### src/rtl/lsu_pkg.sv
// Shared definitions for the load/store unit: RV32I funct3 codes, FSM state
// encoding and the word-address helper.
package lsu_pkg;

    localparam logic [2:0] F3_LB  = 3'd0;
    localparam logic [2:0] F3_LH  = 3'd1;
    localparam logic [2:0] F3_LW  = 3'd2;
    localparam logic [2:0] F3_LBU = 3'd4;
    localparam logic [2:0] F3_LHU = 3'd5;
    localparam logic [2:0] F3_SB  = 3'd0;
    localparam logic [2:0] F3_SH  = 3'd1;
    localparam logic [2:0] F3_SW  = 3'd2;

    typedef enum logic {
        IDLE   = 1'b0,
        RMW_WR = 1'b1
    } lsu_state_e;

    function automatic logic [31:0] word_addr(input logic [31:0] addr);
        return {addr[31:2], 2'b00};
    endfunction

endpackage

### src/rtl/lsu_align.sv
// Combinational datapath of the LSU: load lane extract/extend, byte/half
// store merge into the old word, and request error decode.
module lsu_align
    import lsu_pkg::*;
#(
    parameter int DM_DEPTH    = 64,
    parameter int CHECK_RANGE = 1
) (
    input  logic [2:0]  funct3,
    input  logic        we,
    input  logic [31:0] addr,
    input  logic [31:0] wdata,
    input  logic [31:0] rdata,
    output logic [31:0] load_data,
    output logic [31:0] merged,
    output logic        err
);

    localparam logic [29:0] DEPTH_W = 30'(DM_DEPTH);

    logic [7:0]  byte_s;
    logic [15:0] half_s;
    logic        illegal_s;
    logic        misaligned_s;
    logic        range_err_s;

    // Load: pick the addressed lane and sign- or zero-extend it
    always_comb begin
        byte_s    = 8'h00;
        half_s    = 16'h0000;
        load_data = 32'h0000_0000;
        case (addr[1:0])
            2'd0:    byte_s = rdata[7:0];
            2'd1:    byte_s = rdata[15:8];
            2'd2:    byte_s = rdata[23:16];
            2'd3:    byte_s = rdata[31:24];
            default: byte_s = rdata[7:0];
        endcase
        if (addr[1]) begin
            half_s = rdata[31:16];
        end else begin
            half_s = rdata[15:0];
        end
        case (funct3)
            F3_LB:   load_data = {{24{byte_s[7]}}, byte_s};
            F3_LH:   load_data = {{16{half_s[15]}}, half_s};
            F3_LW:   load_data = rdata;
            F3_LBU:  load_data = {24'h00_0000, byte_s};
            F3_LHU:  load_data = {16'h0000, half_s};
            default: load_data = 32'h0000_0000;
        endcase
    end

    // Store: overlay the new byte/half onto the word just read from dm
    always_comb begin
        merged = rdata;
        case (funct3)
            F3_SB: begin
                case (addr[1:0])
                    2'd0:    merged[7:0]   = wdata[7:0];
                    2'd1:    merged[15:8]  = wdata[7:0];
                    2'd2:    merged[23:16] = wdata[7:0];
                    2'd3:    merged[31:24] = wdata[7:0];
                    default: merged        = rdata;
                endcase
            end
            F3_SH: begin
                if (addr[1]) begin
                    merged[31:16] = wdata[15:0];
                end else begin
                    merged[15:0] = wdata[15:0];
                end
            end
            default: merged = rdata;
        endcase
    end

    // Error decode; any of the three classes rejects the access
    always_comb begin
        if (we) begin
            illegal_s = (funct3 > F3_SW);
        end else begin
            illegal_s = (funct3 == 3'd3) || (funct3[2:1] == 2'b11);
        end
        case (funct3[1:0])
            2'd1:    misaligned_s = addr[0];
            2'd2:    misaligned_s = (addr[1:0] != 2'b00);
            default: misaligned_s = 1'b0;
        endcase
        range_err_s = (CHECK_RANGE != 0) && (addr[31:2] >= DEPTH_W);
        err = illegal_s || misaligned_s || range_err_s;
    end

endmodule

### src/rtl/lsu_mem_stage.sv
// Load/store unit between execute and a word-only data memory; byte/half
// stores are done as a read-modify-write over two dm cycles.
module lsu_mem_stage
    import lsu_pkg::*;
#(
    parameter int DM_DEPTH    = 64,
    parameter int CHECK_RANGE = 1
) (
    input  logic        clk,
    input  logic        rst_n,
    input  logic        req_valid,
    output logic        req_ready,
    input  logic        req_we,
    input  logic [2:0]  req_funct3,
    input  logic [31:0] req_addr,
    input  logic [31:0] req_wdata,
    output logic        resp_valid,
    output logic [31:0] resp_rdata,
    output logic        resp_err,
    output logic        dm_mem_write,
    output logic [31:0] dm_addr,
    output logic [31:0] dm_wdata,
    input  logic [31:0] dm_rdata
);

    lsu_state_e  state_r;
    logic        resp_valid_r;
    logic [31:0] resp_rdata_r;
    logic        resp_err_r;
    logic [31:0] merged_r;
    logic [31:0] addr_r;

    logic [31:0] load_data_s;
    logic [31:0] merged_s;
    logic        err_s;
    logic        accept_s;
    logic        is_sw_s;

    lsu_align #(
        .DM_DEPTH    (DM_DEPTH),
        .CHECK_RANGE (CHECK_RANGE)
    ) u_align (
        .funct3    (req_funct3),
        .we        (req_we),
        .addr      (req_addr),
        .wdata     (req_wdata),
        .rdata     (dm_rdata),
        .load_data (load_data_s),
        .merged    (merged_s),
        .err       (err_s)
    );

    // Request handshake and dm port muxing; the write strobe is gated by
    // rst_n so a pending write vanishes the instant reset asserts
    always_comb begin
        accept_s  = req_valid && (state_r == IDLE);
        is_sw_s   = req_we && (req_funct3 == F3_SW);
        req_ready = (state_r == IDLE);
        if (state_r == RMW_WR) begin
            dm_addr      = addr_r;
            dm_wdata     = merged_r;
            dm_mem_write = rst_n;
        end else begin
            dm_addr      = word_addr(req_addr);
            dm_wdata     = req_wdata;
            dm_mem_write = rst_n && accept_s && is_sw_s && !err_s;
        end
    end

    // FSM and registered response
    always_ff @(posedge clk or negedge rst_n) begin
        if (!rst_n) begin
            state_r      <= IDLE;
            resp_valid_r <= 1'b0;
            resp_rdata_r <= 32'h0000_0000;
            resp_err_r   <= 1'b0;
            merged_r     <= 32'h0000_0000;
            addr_r       <= 32'h0000_0000;
        end else begin
            resp_valid_r <= 1'b0;
            case (state_r)
                IDLE: begin
                    if (accept_s) begin
                        if (err_s) begin
                            resp_valid_r <= 1'b1;
                            resp_rdata_r <= 32'h0000_0000;
                            resp_err_r   <= 1'b1;
                        end else if (!req_we) begin
                            resp_valid_r <= 1'b1;
                            resp_rdata_r <= load_data_s;
                            resp_err_r   <= 1'b0;
                        end else if (is_sw_s) begin
                            resp_valid_r <= 1'b1;
                            resp_rdata_r <= 32'h0000_0000;
                            resp_err_r   <= 1'b0;
                        end else begin
                            merged_r <= merged_s;
                            addr_r   <= word_addr(req_addr);
                            state_r  <= RMW_WR;
                        end
                    end
                end
                RMW_WR: begin
                    resp_valid_r <= 1'b1;
                    resp_rdata_r <= 32'h0000_0000;
                    resp_err_r   <= 1'b0;
                    state_r      <= IDLE;
                end
                default: state_r <= IDLE;
            endcase
        end
    end

    assign resp_valid = resp_valid_r;
    assign resp_rdata = resp_rdata_r;
    assign resp_err   = resp_err_r;

endmodule

### config.mk
export PLATFORM = sky130hd
export DESIGN_NAME = lsu_mem_stage
export DESIGN_NICKNAME = d
export VERILOG_FILES = /design/src/rtl/lsu_pkg.sv /design/src/rtl/lsu_align.sv /design/src/rtl/lsu_mem_stage.sv
export SDC_FILE = /design/constraint.sdc
export NUM_CORES = 1
export LEC_CHECK = 0
export ABC_AREA = 1
export CAP_MARGIN = 20
export CORE_MARGIN = 4
export CORE_UTILIZATION = 40
export CTS_CLUSTER_SIZE = 24
export DETAILED_ROUTE_END_ITERATION = 8
export DONT_BUFFER_PORTS = 1
export HOLD_SLACK_MARGIN = 0.02
export PLACE_DENSITY = 0.57
export SYNTH_ARGS = -nofsm -noshare
export SYNTH_HDL_FRONTEND = slang
export SYNTH_SLANG_ARGS = --single-unit
### constraint.sdc
create_clock -name clk -period 5.8 [get_ports clk]
set_input_delay 1.74 -clock clk [delete_from_list [all_inputs] [get_ports clk]]
set_output_delay 1.74 -clock clk [all_outputs]
set_load 0.01 [all_outputs]
## After elaboration in Yosys (flattened, before gate mapping)

Index checks and enable logic that the tools add are counted.

- Bits in registers: 97
- Input bits: 103
- Output and inout port bits: 100
- Word-level logic and storage cells: 73

- $lt $le $gt $ge: 2
- Eq/ne operators: 13
- Mux-type cells: 35
- Bitwise gates (word level): 3
- Reduce and logical (&&, ||, !) cells: 14

Operators by type and width:

| operator | number |
|---|---|
| $mux 32 | 6 |
| $pmux 32 s5 | 1 |
| $pmux 32 s2 | 2 |
| $mux 16 | 3 |
| $mux 8 | 4 |
| $pmux 8 s4 | 1 |
| $ge 30x7->1 const B | 1 |
| $mux 1 | 14 |
| $eq 2x2->1 const B | 4 |
| $pmux 1 s2 | 4 |
| $eq 3x2->1 const B | 2 |
| $eq 3x3->1 const B | 2 |
| $logic_and 1x1->1 | 5 |
| $reduce_and 5->1 | 1 |
| $eq 2x1->1 const B | 2 |
| $ne 4x2->1 const B | 1 |
| $eq 3x1->1 const B | 1 |
| $gt 3x2->1 const B | 1 |
| $logic_not 3->1 | 1 |
| $logic_or 1x1->1 | 3 |
| $not 1->1 | 3 |
| $logic_not 2->1 | 1 |
| $ne 2x1->1 const B | 1 |
| $reduce_and 2->1 | 1 |
| other kinds (2) | 2 |

## Longest topological paths before layout

- Depth in word-level cells: 8
- Gate-level depth with buffers: 13
- Mapped depth without buffers: 12

## Hierarchy

A second synthesis with hierarchy kept.

- Cells, all modules: 928
- Area total of the unflattened synthesis: 6232.2 µm²

By module, submodules not included:

| module | instances | cells an instance | area an instance (µm²) | seq. area each (µm²) |
|---|---|---|---|---|
| lsu_mem_stage | 1 | 597 | 4541.9 | 2427.3 |
| lsu_align | 1 | 331 | 1690.4 | 0.0 |

## Least setup slack after synthesis

OpenSTA, ideal clock, no wires.

- Path type: input-to-output
- Start: input req_funct3[0]
- End: output dm_mem_write
- Data arrival time: 2814 ps
- Required time: 4060 ps
- Setup slack: 1246 ps
- Stages on the path: 7
- Path buffers: 1
- Cell sequence: inv_1 ha_1 nand2_2 inv_1 clkbuf_1 nand4_1 o21ai_0

- Cells in the longest elaborated chain, start to end: 8
- Elaborated cells on any way between the ends: 15
- Classes of those cells: 1 x order compare; 4 x eq/ne; 3 x mux; 7 x reduce/logical

RTL lines:

| item | line | source |
|---|---|---|
| start: declaration | lsu_mem_stage.sv:14 | `input logic [2:0] req_funct3,` |
| parallel branches: the longest is 6 deep, another holds $gt 3x2->1 | n/a |  |
| $logic_and 1x1->1 * | lsu_mem_stage.sv:66 | `dm_mem_write = rst_n && accept_s && is_sw_s && !err_s;` |
| $mux 1 * | lsu_mem_stage.sv:59 | `if (state_r == RMW_WR) begin` |
| end: declaration | lsu_mem_stage.sv:20 | `output logic dm_mem_write,` |

Every way passes the cells marked *.

## Worst setup path in the final report

Ends and elaborated chain as after synthesis.

==> metrics.log <==
INFO  metric run_status = finished, final reports clean
INFO  metric die_height = 131.6 um
INFO  metric start_util = 0.4143
INFO  metric antenna_left = 0
INFO  metric routed_wire_per_std_cell = 18.23 um
INFO  metric synth.lib_cells_used.distinct = 36
INFO  metric clock.fmax = 208.2 MHz
INFO  metric critical_path.reg2reg.endpoint = merged_r[21]
INFO  metric slew_headroom = 0.3907
INFO  metric slowest_delay = 440 ps
INFO  metric grt_pass1_vias = about 5400
INFO  metric clock_insertion_delay_worst_skew = 350 ps
INFO  metric p_switching = about 0.00038 W
INFO  metric post_cts_hold_buffer_count = 0
INFO  metric crit_path_start = req_funct3[0]
INFO  metric synth.cell_area = 6112 um^2
INFO  metric die_area = 17320 um^2
INFO  metric synthesis.area_per_instance = approximately 6.5 um^2
INFO  metric layout_cells_sized_above_1 = 0.04751
INFO  metric synth_top_area_frac = 0.3971
INFO  metric timing.final.ws_setup = between 900 and 1000 ps
INFO  metric initial_antenna_violation_count = 0
INFO  metric tightest_slew = 911.8 ps
INFO  metric grt_pass1_wl = approximately 31 mm
INFO  metric path_cells = inv_1 > ha_1 > nand2_2 > inv_1 > nand4_1 > o21ai_0
INFO  metric insertedDiodeCount = 0
INFO  metric gr-total-overflow = 0
INFO  metric yosysSeqAreaShare = 0.3971
INFO  metric clock_tree.root_cell = sky130_fd_sc_hd__clkbuf_16
INFO  metric cpMostUsedCell = sky130_fd_sc_hd__inv_1
INFO  metric cts.htree.levels = 3
INFO  metric yosys_warnings = 0
INFO  metric timing.final.max_slew_violations = 0
INFO  metric vias_per_cell = around 5.3
INFO  metric power_frac_seq = 0.469
INFO  metric dp_hpwl = between 10 and 15 mm
INFO  metric final.min_clock_period = 4803 ps
INFO  metric timing.max_cap.violations = 0
INFO  metric ctsResizeCount = 0
INFO  metric worstPathMaxFanout = 21
INFO  metric p_leak = ~3.7 nW
INFO  metric die_width = 131.6 um
INFO  metric num_io_pins = slightly above 200
INFO  metric cts_buffers = 9
INFO  metric final.hold.worst_slack = 467.7 ps
INFO  metric sw_frac_of_total = 0.2609
INFO  metric drt-initial-drc-count = ~510
INFO  metric setup.worst_path.end_class = output port
INFO  metric dpl_ws = between 900 and 1000 ps
INFO  metric post_cts_buffers = 0
INFO  metric power_frac_comb = 0.097
INFO  metric drc = 0
INFO  metric tritoncts = built
INFO  metric rows = 44
INFO  metric layout.cells.most_common = sky130_fd_sc_hd__nand2_1
INFO  metric timing.hold.worst_path_depth = 2
INFO  metric hold_ep = addr_r[12]
INFO  metric gpl.final_weighted_congestion = 0.9361
INFO  metric port_buffers = 0
INFO  metric setup.reg_to_reg.worst_slack = around 3600 ps
INFO  metric syn-instance-count = ~940
INFO  metric synthTopCellsByArea = sky130_fd_sc_hd__dfrtp_1 (40%), sky130_fd_sc_hd__nand2_1 (28%), sky130_fd_sc_hd__nand3_1 (8.3%)
INFO  metric floorplan.core_area = about 15000 um^2
INFO  metric max-vdd-ir-drop = 0.1267 mV
INFO  metric synth.largest_area_cell = sky130_fd_sc_hd__dfrtp_1
INFO  metric setup_violators_final = 0
INFO  metric path_class = input port to output port
INFO  metric grt_setup_unrepaired = no
INFO  metric power_density = about 230 nW/um^2
INFO  metric finalClockSkew = between 5 and 6 ps
INFO  metric max-clock-path-buffers = 2
INFO  metric critical-path-slowest-cell = sky130_fd_sc_hd__inv_1
INFO  metric finalNetCount = between 1000 and 1500
INFO  metric layout_common_cells = sky130_fd_sc_hd__nand2_1 (451), sky130_fd_sc_hd__nand3_1 (101), sky130_fd_sc_hd__dfrtp_1 (96)
INFO  metric grt_util_all_layers = 0.2239
INFO  metric ys_ff_latch = 97
INFO  metric critical_path_source_type = input port
INFO  metric clock_sink_count = 97
INFO  metric detailroute.via_count = roughly 5800
INFO  metric drtPass1Iterations = 5
INFO  metric origin_of_the_worst_min_delay_path = addr_r[12]
INFO  metric p_clk_frac = 0.434
INFO  metric timing_hold_violations_final = 0
INFO  metric p_int = 0.001069 W
INFO  metric worst-endpoint-required = 4060 ps
INFO  metric area_delta_synth_final = 5.015%
INFO  metric cts.reportedPaths.clkPinSlew = about 70 ps
INFO  metric rr_startpoint = state_r
INFO  metric grt_start_max_net_pins = 100
INFO  metric final.period_utilization = 0.8280
INFO  metric hp-class = register to register
INFO  metric worst_ep_arrival_time = about 3100 ps
INFO  metric totalNegativeSetupSlack = 0 ps
INFO  metric reg2reg_depth = 6
INFO  metric finalWirelength = between 15 and 20 mm
-- final cells by class --
class | instances | area, um^2
clock inverters | 6 | 75.07
repair buffers | 3 | 22.52
inverters | 76 | 290.3
clock buffers | 10 | 239.0
flip-flops and latches | 97 | 2429
fillers | 1581 | 8335
multi-input cells | 713 | 3133
well taps | 184 | 230.2
-- cell families (layout without fill, tap and decap cells) --
kind of cell / Yosys count / after routing / synth area share
buf+inv: 128 / 95 / 0.09089
flops: 97 / 97 / 0.3971
simple gates: 596 / 596 / 0.4004
other cells: 1 / 2 / 0.0006135
fa+ha+maj: 4 / 4 / 0.008189
compound gates: 111 / 111 / 0.1028
-- worst max-delay path, delay by kind of cell --
kind | cells | cell delay (ps)
and+or+nand+nor | 2 | 220
AOI/OAI and AO/OA | 1 | 420
adders and majority gates | 1 | 180
buffers and inverters | 2 | 500
-- power by group through the flow --
stage | clock [W] | combinational [W] | sequential (W)
floorplan | 0 | 0.000117 | 0.000691
global placement | 0 | 0.000141 | 0.000691
detailed placement | 0 | 0.000140 | 0.000691
CTS | 0.000650 | 0.000140 | 0.000678
global route | 0.000672 | 0.000159 | 0.000678
finish | 0.000629 | 0.000140 | 0.000678
-- cells in the mapped netlist --
master,instances
sky130_fd_sc_hd__nand3_1,101
sky130_fd_sc_hd__nand2_4,1
sky130_fd_sc_hd__clkbuf_1,19
sky130_fd_sc_hd__o221ai_1,1
sky130_fd_sc_hd__nor2_4,2
sky130_fd_sc_hd__nand3_4,1
sky130_fd_sc_hd__nand3b_1,1
sky130_fd_sc_hd__buf_1,1
sky130_fd_sc_hd__nor2_2,2
sky130_fd_sc_hd__a32oi_1,5
sky130_fd_sc_hd__nand3_2,2
sky130_fd_sc_hd__o21ai_0,62
sky130_fd_sc_hd__conb_1,1
sky130_fd_sc_hd__inv_2,6
sky130_fd_sc_hd__and2_1,1
sky130_fd_sc_hd__clkinv_1,1
sky130_fd_sc_hd__a22oi_1,4
sky130_fd_sc_hd__o21bai_2,1
sky130_fd_sc_hd__ha_1,4
sky130_fd_sc_hd__clkinv_4,1
sky130_fd_sc_hd__o211ai_1,7
sky130_fd_sc_hd__buf_6,2
sky130_fd_sc_hd__dfrtp_1,97
sky130_fd_sc_hd__a41oi_2,1
sky130_fd_sc_hd__o21ai_1,1
sky130_fd_sc_hd__inv_1,68
sky130_fd_sc_hd__buf_4,7
sky130_fd_sc_hd__nand4_1,1
sky130_fd_sc_hd__o21a_1,1
sky130_fd_sc_hd__nand2_2,5
sky130_fd_sc_hd__a21boi_0,1
sky130_fd_sc_hd__nand2_1,451
sky130_fd_sc_hd__nand4_2,1
sky130_fd_sc_hd__buf_2,23
sky130_fd_sc_hd__nor2_1,27
sky130_fd_sc_hd__a21oi_1,27
-- routing by layer --
| layer | vias to the layer above | track usage | wire length (um) |
|---|---|---|---|
| li1 | 2880 | - | - |
| met1 | 2654 | 0.2837 | 8455 |
| met2 | 236 | 0.3507 | 8922 |
| met3 | 40 | 0.08219 | 1929 |
| met4 | 0 | 0.08401 | 543 |
| met5 | - | 0 | 0 |
-- registers in the layout, indices dropped and copies added, names as in the netlist --
signal / flops
merged_r: 32
resp_valid: 1
addr_r: 30
resp_err: 1
state_r: 1
resp_rdata: 32
-- stage by stage --
stage	utilization	power, W	area, um^2	instances
after global routing	0.4350	0.001509	6419	1089
after CTS	0.4350	0.001468	6419	1089
after floorplan	-	0.0008079	6116	938
after global placement	0.4138	0.0008316	6105	1073
final	0.4350	0.001447	6419	1089
after detailed placement	0.4138	0.0008308	6105	1073
-- worst max-delay path by stage --
stage,end,slack (ps),cells past startpoint
2_1_floorplan,dm_mem_write,1250,7
3_3_place_gp,dm_mem_write,1000,6
3_5_place_dp,dm_mem_write,960,6
4_1_cts,dm_mem_write,960,6
5_1_grt,dm_mem_write,780,6
6_report,dm_mem_write,1000,6
Note: power is estimated with default switching activity, not from simulation.
==> variant 1, RTL diff (same flow settings) <==
Register the output `resp_err` once more, without a reset; this adds one clock of latency there. The other outputs are not delayed to match.
--- a/src/rtl/lsu_mem_stage.sv
+++ b/src/rtl/lsu_mem_stage.sv
@@ -114,5 +114,7 @@
     assign resp_valid = resp_valid_r;
     assign resp_rdata = resp_rdata_r;
-    assign resp_err   = resp_err_r;
+    always_ff @(posedge clk) begin
+        resp_err <= resp_err_r;
+    end
 
 endmodule
Function: changed (a bounded check fails within 4 cycles, from zero or initial values and one cycle with rst_n low).
==> variant 1 against the unedited design <==
  * Global-route usage is essentially flat
  * Maximum frequency shrank 0.35%
  * Worst setup slack worse by 0.017 ns
  * Power grew 6.2%
  * Highest routed layer unchanged
  * Wire length up 0.32%
  * Critical path type unchanged
  * Synthesized area increased by 0.33%
  * Combinational power hardly changed
  * Final cell count about the same
  * Cell area up 0.88%
  * Sequential cell count rose by 1
==> variant 1: results <==
export IMPL_power_frac_comb_pct=9.1
export IMPL_vdd_drop_max_mv=0.119
export IMPL_grt_use_met1_pct=29.1
export IMPL_buf_share_pct=0.348
export IMPL_gp_congestion=0.926
export IMPL_first_global_vias=5462
export IMPL_grt_met3_usage_pct=7.75
export IMPL_avgViaCountPerCell=5.31
export IMPL_drt_iter0_markers=453
export IMPL_m1WireLength_um=8570
export IMPL_power_share_sequential_pct=44.6
export IMPL_layout_nets=1008
export IMPL_avgSynthCellArea_um2=6.54
export IMPL_clkbuf_count=9
export IMPL_status="finished, final reports clean"
export IMPL_fin_skew_ns=0.00565
export IMPL_hpwl_um=14500
export IMPL_synthArstFlopShare_pct=99.0
export IMPL_grt_total_usage_pct=22.4
export IMPL_multi_input_area_share_pct=48.4
export IMPL_final_cells=1090
export IMPL_ys_seq_area_share_pct=39.9
export IMPL_drtPass1Iterations=6
export IMPL_power_switching_mw=0.386
export IMPL_final_clk_cell_share_pct=5.41
export IMPL_p_leak_nw=3.71
export IMPL_area_sequential_mm2=0.00245
export IMPL_seq_share_pct=37.8
export IMPL_finalCritPeriodShare_pct=83.1
## variant 1: changes by cell type after synthesis
cell     before  now
dfxtp_1       0    1
## variant 1: worst min path at each step
stage	start	endpoint	slack, ns	cells after the start
6_report	resp_err_r	resp_err	0.38	0
5_1_grt	resp_err_r	resp_err	0.39	0
4_1_cts	resp_err_r	resp_err	0.38	0
3_5_place_dp	resp_err_r	resp_err	0.36	0
3_3_place_gp	resp_err_r	resp_err	0.36	0
2_1_floorplan	resp_err_r	resp_err	0.35	0
## variant 1: cell families (layout without fill, tap and decap cells)
kind of cell | after synthesis | after routing | share of synthesized area, %
other | 1 | 2 | 0.0612
buffers and inverters | 128 | 95 | 9.06
adder cells (fa/ha/maj) | 4 | 4 | 0.816
AO/OA/AOI/OAI | 111 | 111 | 10.2
flip-flops | 98 | 98 | 39.9
AND/OR/NAND/NOR | 596 | 596 | 39.9
==> variant 2, RTL diff (config.mk and constraints unchanged) <==
Made on the original files. `DM_DEPTH` is set to 64 in 2 places; all go to 48.
--- a/src/rtl/lsu_align.sv
+++ b/src/rtl/lsu_align.sv
@@ -4,5 +4,5 @@
     import lsu_pkg::*;
 #(
-    parameter int DM_DEPTH    = 64,
+    parameter int DM_DEPTH    = 48,
     parameter int CHECK_RANGE = 1
 ) (
--- a/src/rtl/lsu_mem_stage.sv
+++ b/src/rtl/lsu_mem_stage.sv
@@ -4,5 +4,5 @@
     import lsu_pkg::*;
 #(
-    parameter int DM_DEPTH    = 64,
+    parameter int DM_DEPTH    = 48,
     parameter int CHECK_RANGE = 1
 ) (
Function: changed (a bounded check fails within 4 cycles, from zero or initial values and one cycle with rst_n low).
==> variant 2 against the unedited design <==
  * Maximum frequency decreased by 1.6%
  * Clock power decreased by 4.3%
  * Cell area decreased by 0.66%
  * Die area decreased by 0.17%
  * Power decreased by 0.96%
  * Synthesized area decreased by 0.18%
  * Worst setup slack got worse by 0.078 ns
  * Final cell count decreased by 1.6%
  * First-iteration DRC count decreased by 3.6%
  * Critical path depth increased by 3
  * Wire length increased by 3.0%
  * Via count decreased by 0.90%
  * Sequential cell count unchanged
==> variant 2: results <==
export IMPL_status="finished, final reports clean"
export IMPL_drt_total_wl_um=20400
export IMPL_finalSetupViolations=0
export IMPL_clk_pin_slew_worst_paths_ns=0.06
export IMPL_worstHoldPathType="register to register"
export IMPL_ys_seq_area_share_pct=39.8
export IMPL_cts_root_buf="clkbuf_16"
export IMPL_pre_cts_ws_ns=0.932
export IMPL_min_path_cells=2
export IMPL_first_global_vias=5479
export IMPL_internal_power_mw=1.06
export IMPL_grt_start_max_net_pins=100
export IMPL_vias=5758
export IMPL_max_slew_margin_rel_pct=34.3
export IMPL_grt_total_usage_pct=23.3
export IMPL_layout_drive_gt1_share_pct=6.31
export IMPL_synth_top_area_share_pct=39.8
export IMPL_fin_skew_ns=0.00590
export IMPL_synthesis_area_mm2=0.00610
export IMPL_layout_nets=990
export IMPL_r2r_cells=7
export IMPL_cp_arrival_ns=3.14
export IMPL_synthTopCellsByArea="dfrtp_1 (40%), nand2_1 (23%), nand3_1 (6.8%), o21ai_0 (6.4%), inv_1 (5.1%)"
export IMPL_vdd_drop_max_mv=0.149
export IMPL_antenna_found_initial=0
export IMPL_fillers=1604
export IMPL_synth_common_cells="nand2_1 (376), dfrtp_1 (97), inv_1 (83), nand3_1 (83), o21ai_0 (78)"
export IMPL_cts_buffers=9
export IMPL_slowest_stage="o21ai_0"
export IMPL_drt_iter0_markers=487
export IMPL_insertion_delay_ns=0.35
export IMPL_grt_pass1_wl_um=31800
export IMPL_p_leak_nw=3.59
export IMPL_synthArstFlopShare_pct=100
export IMPL_synthDistinctLibCells=32
export IMPL_antenna_cells=0
export IMPL_drtPass1Iterations=5
export IMPL_gp_congestion=0.953
export IMPL_max_stage_delay_ns=0.48
export IMPL_hpwl_um=15100
export IMPL_crit_fanout=9
-- variant 2: cell count changes after synthesis, moves of 16 or more --
cell / delta
nand2_1: -75
o22ai_1: +19
a21oi_1: +18
inv_2: +18
nand3_1: -18
o21ai_0: +16
-- variant 2: kinds of logic (layout without fill, tap and decap cells) --
kind of cell             count (synthesis)  count (layout)  synth area share, %
AO/OA/AOI/OAI                          161             161                 14.6
flip-flops                              97              97                 39.8
other                                    1               2               0.0615
buffers and inverters                  160             129                 11.4
adder cells (fa/ha/maj)                  4               4                0.820
AND/OR/NAND/NOR                        495             495                 33.3
-- variant 2: layout make-up --
class | instances | area (µm²) | share of cell area, %
flip-flops and latches | 97 | 2430 | 38.1
repair buffers | 3 | 22.5 | 0.353
clock buffers | 12 | 246 | 3.87
inverters | 110 | 414 | 6.50
multi-input cells | 662 | 2980 | 46.8
clock inverters | 4 | 51.3 | 0.805
well taps | 184 | 230 | 3.61
-- variant 2: stage by stage --
step	cell area, µm²	hold WS [ns]	power, mW	std cells
floorplan	6100	0.436	0.811	919
global placement	6080	0.448	0.844	1056
detailed placement	6080	0.453	0.842	1056
CTS	6380	0.470	1.46	1072
global route	6380	0.486	1.50	1072
finish	6380	0.467	1.43	1072
-- variant 2: critical path, delay by kind of cell --
kind | cells | cell delay [ns]
fa+ha+maj | 1 | 0.29
compound gates | 1 | 0.48
buf+inv | 1 | 0.04
simple gates | 6 | 0.57
-- variant 2: metal layers --
layer	global-route usage (%)	share of wire, %
met1	29.7	43
met2	37.6	47
met3	7.80	8.8
met4	7.06	1.8
met5	0	0
-- variant 2: power groups by stage --
| stage | registers, mW | clock network, mW | logic (mW) |
|---|---|---|---|
| after CTS | 0.678 | 0.626 | 0.152 |
| final | 0.678 | 0.602 | 0.153 |
| after global placement | 0.691 | 0 | 0.153 |
| after global routing | 0.678 | 0.648 | 0.170 |
| after detailed placement | 0.691 | 0 | 0.151 |
| after floorplan | 0.691 | 0 | 0.120 |
-- variant 2: path summary, 6_finish.rpt --
path / from / end / slack [ns]
max: req_funct3[1] / dm_mem_write / 0.92
min: addr_r[10] / addr_r[10] / 0.47
max reg2reg: state_r / merged_r[0] / 3.30
min reg2reg: addr_r[10] / addr_r[10] / 0.47
max in group asynchronous: rst_n / merged_r[11] / 4.55
min in group asynchronous: rst_n / addr_r[6] / 1.08
